## src/rtl/hazard_stall_unit.sv

```systemverilog
// ID-stage hazard controller: load-use stall, redirect flush and data-memory freeze.
// Optional statistics counters are enabled by defining HAZARD_STATS_EN.
module hazard_stall_unit #(
  parameter int FLUSH_CYCLES = 1,
  parameter int CNT_W        = 32
) (
  input  logic             clk,
  input  logic             reset,
  input  logic [4:0]       id_rs,
  input  logic [4:0]       id_rt,
  input  logic             id_useRs,
  input  logic             id_useRt,
  input  logic [4:0]       ex_regAw,
  input  logic             ex_memRead,
  input  logic             ex_branchTaken,
  input  logic             mem_busy,
  output logic             pc_write,
  output logic             ifid_write,
  output logic             idex_write,
  output logic             exmem_write,
  output logic             memwb_write,
  output logic             ifid_flush,
  output logic             idex_bubble,
  output logic [CNT_W-1:0] stall_count,
  output logic [CNT_W-1:0] flush_count,
  output logic [CNT_W-1:0] freeze_count
);

  typedef enum logic [1:0] {
    RUN        = 2'd0,
    LOAD_STALL = 2'd1,
    FLUSH      = 2'd2
  } state_e;

  localparam logic [2:0] FLUSH_RELOAD = 3'(FLUSH_CYCLES - 1);

  state_e     state_q, state_d;
  logic [2:0] fcnt_q, fcnt_d;
  logic       lu;

  // Load-use hazard detection; r0 is hardwired and never creates a dependency
  always_comb begin
    lu = ex_memRead && (ex_regAw != 5'd0) &&
         ((id_useRs && (id_rs == ex_regAw)) || (id_useRt && (id_rt == ex_regAw)));
  end

  // Output decode and next-state selection in priority order
  always_comb begin
    pc_write    = 1'b1;
    ifid_write  = 1'b1;
    idex_write  = 1'b1;
    exmem_write = 1'b1;
    memwb_write = 1'b1;
    ifid_flush  = 1'b0;
    idex_bubble = 1'b0;
    state_d     = state_q;
    fcnt_d      = fcnt_q;
    if (reset) begin
      pc_write    = 1'b0;
      ifid_write  = 1'b0;
      idex_write  = 1'b0;
      exmem_write = 1'b0;
      memwb_write = 1'b0;
      ifid_flush  = 1'b1;
      idex_bubble = 1'b1;
      state_d     = RUN;
      fcnt_d      = 3'd0;
    end else if (mem_busy) begin
      pc_write    = 1'b0;
      ifid_write  = 1'b0;
      idex_write  = 1'b0;
      exmem_write = 1'b0;
      memwb_write = 1'b0;
    end else if (ex_branchTaken) begin
      // ID holds a wrong-path instruction, so the redirect beats any load-use stall
      ifid_flush  = 1'b1;
      idex_bubble = 1'b1;
      if (FLUSH_CYCLES > 1) begin
        state_d = FLUSH;
        fcnt_d  = FLUSH_RELOAD;
      end else begin
        state_d = RUN;
        fcnt_d  = 3'd0;
      end
    end else begin
      case (state_q)
        RUN: begin
          if (lu) begin
            pc_write    = 1'b0;
            ifid_write  = 1'b0;
            idex_bubble = 1'b1;
            state_d     = LOAD_STALL;
          end else begin
            state_d = RUN;
          end
        end
        LOAD_STALL: begin
          state_d = RUN;
        end
        FLUSH: begin
          ifid_flush  = 1'b1;
          idex_bubble = 1'b1;
          if (fcnt_q <= 3'd1) begin
            state_d = RUN;
            fcnt_d  = 3'd0;
          end else begin
            fcnt_d = fcnt_q - 3'd1;
          end
        end
        default: begin
          state_d = RUN;
          fcnt_d  = 3'd0;
        end
      endcase
    end
  end

  // State and flush counter registers
  always_ff @(posedge clk) begin
    if (reset) begin
      state_q <= RUN;
      fcnt_q  <= 3'd0;
    end else begin
      state_q <= state_d;
      fcnt_q  <= fcnt_d;
    end
  end

`ifdef HAZARD_STATS_EN
  logic             stall_acc, redirect_acc, freeze_acc;
  logic [CNT_W-1:0] stall_cnt_q, stall_cnt_d;
  logic [CNT_W-1:0] flush_cnt_q, flush_cnt_d;
  logic [CNT_W-1:0] freeze_cnt_q, freeze_cnt_d;

  // Qualifying events and saturating increments
  always_comb begin
    stall_acc    = !reset && !mem_busy && !ex_branchTaken && (state_q == RUN) && lu;
    redirect_acc = !reset && !mem_busy && ex_branchTaken;
    freeze_acc   = !reset && mem_busy;
    stall_cnt_d  = stall_cnt_q;
    flush_cnt_d  = flush_cnt_q;
    freeze_cnt_d = freeze_cnt_q;
    if (stall_acc && (stall_cnt_q != {CNT_W{1'b1}})) begin
      stall_cnt_d = stall_cnt_q + CNT_W'(1);
    end else begin
      stall_cnt_d = stall_cnt_q;
    end
    if (redirect_acc && (flush_cnt_q != {CNT_W{1'b1}})) begin
      flush_cnt_d = flush_cnt_q + CNT_W'(1);
    end else begin
      flush_cnt_d = flush_cnt_q;
    end
    if (freeze_acc && (freeze_cnt_q != {CNT_W{1'b1}})) begin
      freeze_cnt_d = freeze_cnt_q + CNT_W'(1);
    end else begin
      freeze_cnt_d = freeze_cnt_q;
    end
  end

  // Statistics registers
  always_ff @(posedge clk) begin
    if (reset) begin
      stall_cnt_q  <= {CNT_W{1'b0}};
      flush_cnt_q  <= {CNT_W{1'b0}};
      freeze_cnt_q <= {CNT_W{1'b0}};
    end else begin
      stall_cnt_q  <= stall_cnt_d;
      flush_cnt_q  <= flush_cnt_d;
      freeze_cnt_q <= freeze_cnt_d;
    end
  end

  assign stall_count  = stall_cnt_q;
  assign flush_count  = flush_cnt_q;
  assign freeze_count = freeze_cnt_q;
`else
  assign stall_count  = {CNT_W{1'b0}};
  assign flush_count  = {CNT_W{1'b0}};
  assign freeze_count = {CNT_W{1'b0}};
`endif

endmodule

```

## config.mk

```make
export PLATFORM = sky130hd
export DESIGN_NAME = hazard_stall_unit
export DESIGN_NICKNAME = d
export VERILOG_FILES = /design/src/rtl/hazard_stall_unit.sv
export SDC_FILE = /design/constraint.sdc
export NUM_CORES = 1
export LEC_CHECK = 0
export BUFFER_PORTS_ARGS = -buffer_cell sky130_fd_sc_hd__buf_4
export CAP_MARGIN = 10
export CORE_UTILIZATION = 30
export CTS_CLUSTER_SIZE = 20
export DETAILED_ROUTE_END_ITERATION = 8
export MAX_ROUTING_LAYER = met4
export PLACE_DENSITY = 0.89
export SETUP_SLACK_MARGIN = 0.2
export SLEW_MARGIN = 25
export SYNTH_ARGS = -nofsm -noshare
export SYNTH_HDL_FRONTEND = slang
export SYNTH_SLANG_ARGS = --single-unit
```

## constraint.sdc

```tcl
create_clock -name clk -period 2.8 [get_ports clk]
set_input_delay 0.42 -clock clk [delete_from_list [all_inputs] [get_ports clk]]
set_output_delay 0.42 -clock clk [all_outputs]
set_load 0.01 [all_outputs]
```

==> impl_results.md <==
- GRT overflow: 0
- Setup repair after global routing missed its margin: false
- Asr flop ratio synth: 0
- Max FFs per register: 1
- Largest registers in the final layout: state_q: 1 flops
- Total area of multi-input combinational cells: 540.5 um^2
- Count of state elements after synthesis: 1
- Fraction of power consumed by sequential logic: 0.109
- # nets final: 175
- Core outline area: 3028 um^2
- Number of diodes added for antenna fixing: 0
- Initial antenna violation count: 0
- Wire length of the first global-routing pass: 1497 um
- Routed vias/inst: 2.872
- Final HPWL DP: 1176 um
- Total via count in the routed design: 560
- Yosys cell types: 18
- Remaining antenna violation count: 0
- Total wirelength of the detailed-routed design: 1214 um
- Final-report setup violation count: 0
- Drc violations: 0
- Reg2reg setup slack: 1.66 ns
- Worst setup slack after placement: 0.5324 ns
- Number of hold buffers added after cts: 0
- Number of max-cap violations: 0
- Initial cell density of the core: 0.3153
- Signal arrival time at the worst endpoint: 1.77 ns
- IR Drop Worst-Case VDD: 0.04880 mV
- Outcome: finished, final reports clean
- Post-synthesis area per instance: 7.517 um^2
- Critical path peak fanout: 3
- First-pass detailed-route iteration total: 2
- I/O pin total: 125
- Portion of the clock cycle consumed by the worst path in the final layout: 0.7836
- Number of synthesized flops with an enable pin: 0
- Share of total power in combinational logic: 0.891
- Most frequent cells after synthesis: buf_4, xor2_1
- Std-Cell Rows: 20
- Critical Path Start Type: primary input
- Fraction of final layout cells with drive strength greater than 1: 0.1921
- Area share of the largest cell type after synthesis: 0.7785
- Setup fix buffers added after clock tree synthesis: 0
- Internal power component: 0.05046 mW
- Resized cells post-CTS: 0
- Number of stages on the worst hold path: 2
- Critical path start-end classification: primary input to primary output
- Setup TNS: 0 ns
- Chip Height: 58.41 um
- P&R area growth vs syn: -12.71%
- Critical register-to-register path endpoint: state_q[0]
- Worst setup EP type: primary output
- Total of warnings raised by yosys: 0
- Violation count after the first detailed-route iteration: 7
- Worst reg2reg startpoint: state_q[0]
- Post-synth top area cell: buf_4
- Max Freq: 0.4558 GHz
- Latest clock arrival within the worst-skew pair: 0 ns
- Required time at the worst-slack endpoint: 2.38 ns
- Vias in the first global route: 334
- Cell Pwr Density: 160.5 nW/um^2
- Hold Path Class: flop to flop
- Die Area: 3412 um^2
- Dominant register cell in the synthesized netlist: dfxtp_1
- Top cells by area in the synthesized netlist: buf_4, xor2_1, dfxtp_1, xnor2_1, or4_1
- Library cell with the highest instance count after synthesis: buf_4
- Routability cong.: 0.6594
- Chip Width: 58.41 um
- Maximum number of pins on one net before global-route repair: 6
- Average detailed-routed wire length per instance: 6.226 um
- Hold wc startpoint: state_q[0]
- Fraction of power consumed by the clock network: 0
- Length in cells of the worst reg-to-reg path: 4
- Max-slew violation count: 0
- Post-Syn Instances: 127
- Fin. Hold Viols: 0
- Count of port buffers added during placement: 28
- Min-Delay Endpoint: state_q[0]
- Switching fraction of total power: 0.6226
- CTS clk-pin slew, worst paths: 0 ns
- Leakage component of the power: 0.5204 nW
- Tot GR Track Use: 0.05726
- Area of the mapped netlist: 954.7 um^2
- Fill cell total of the finished layout: 343
- Setup Skew: 0 ns
- Post-layout worst setup margin: 0.6060 ns
- Power spent charging and discharging nets: 0.08325 mW
- Post-synthesis sequential area ratio: 0.02097
- Area taken by flip-flops and latches: 20.02 um^2
- Minimum period implied by the final worst setup slack: 2.194 ns
- Largest register by flop count: state_q
## per-layer routing
metal | track usage | routed length, um | vias to the layer above
met5 | - | 0 | -
met2 | 0.1232 | 657 | 74
li1 | - | - | 251
met4 | 0 | 0 | 0
met3 | 0.002198 | 215 | 0
met1 | 0.05960 | 341 | 235
## how the worst max path moves through the flow
stage	startpoint	endpoint	slack [ns]	cells after the start
finish	ex_regAw[3]	idex_bubble	0.61	6
global route	ex_regAw[3]	idex_bubble	0.45	6
CTS	ex_regAw[3]	idex_bubble	0.53	6
detailed placement	ex_regAw[3]	idex_bubble	0.53	6
global placement	ex_regAw[3]	idex_bubble	0.65	6
floorplan	id_rs[3]	pc_write	0.91	5
## layout make-up
| cell class | instances | area share |
|---|---|---|
| flip-flops and latches | 1 | 0.02402 |
| inverters | 2 | 0.009009 |
| well taps | 44 | 0.06607 |
| multi-input cells | 120 | 0.6486 |
| repair buffers | 28 | 0.2523 |
## critical path, cell delays in order
cell and delay [ns]:
buf_4 0.13, xor2_1 0.14, nor4_1 0.30, a32oi_1 0.23, o31ai_1 0.37, buf_4 0.19
## power by group through the flow
stage	logic (mW)	registers [mW]	clock network (mW)
floorplan	0.179	0.0146	0
global placement	0.116	0.0146	0
detailed placement	0.117	0.0146	0
CTS	0.118	0.0146	0
global route	0.134	0.0146	0
finish	0.119	0.0146	0
## logic make-up (layout without fill, tap and decap cells)
family          Yosys count  in the layout  share of synthesized area
flops                     1              1                    0.02097
buf+inv                 101             30                     0.7864
other cells               1             96                   0.003928
simple gates              8              8                    0.04980
xor+xnor                 10             10                    0.09175
compound gates            6              6                    0.04719
## cells in the final DEF, fill, tap and decap left out, drive strengths merged
master	count
a21oi	1
a32oi	1
and2	1
buf	28
conb	96
dfxtp	1
inv	2
nand2	1
nor2	1
nor2b	1
nor4	2
o21ai	1
o22ai	1
o31a	1
o31ai	1
or4	2
xnor2	2
xor2	8
## through the flow
step / util / area [um^2] / power, mW / hold slack [ns] / std cells
after floorplan: - / 1311 / 0.1935 / 0.4465 / 222
after global placement: 0.2752 / 833.3 / 0.1306 / 0.4647 / 195
after detailed placement: 0.2752 / 833.3 / 0.1319 / 0.4670 / 195
after CTS: 0.2752 / 833.3 / 0.1322 / 0.4591 / 195
after global routing: 0.2752 / 833.3 / 0.1486 / 0.5038 / 195
final: 0.2752 / 833.3 / 0.1337 / 0.4559 / 195
Note: power is estimated with default switching activity, not from simulation.
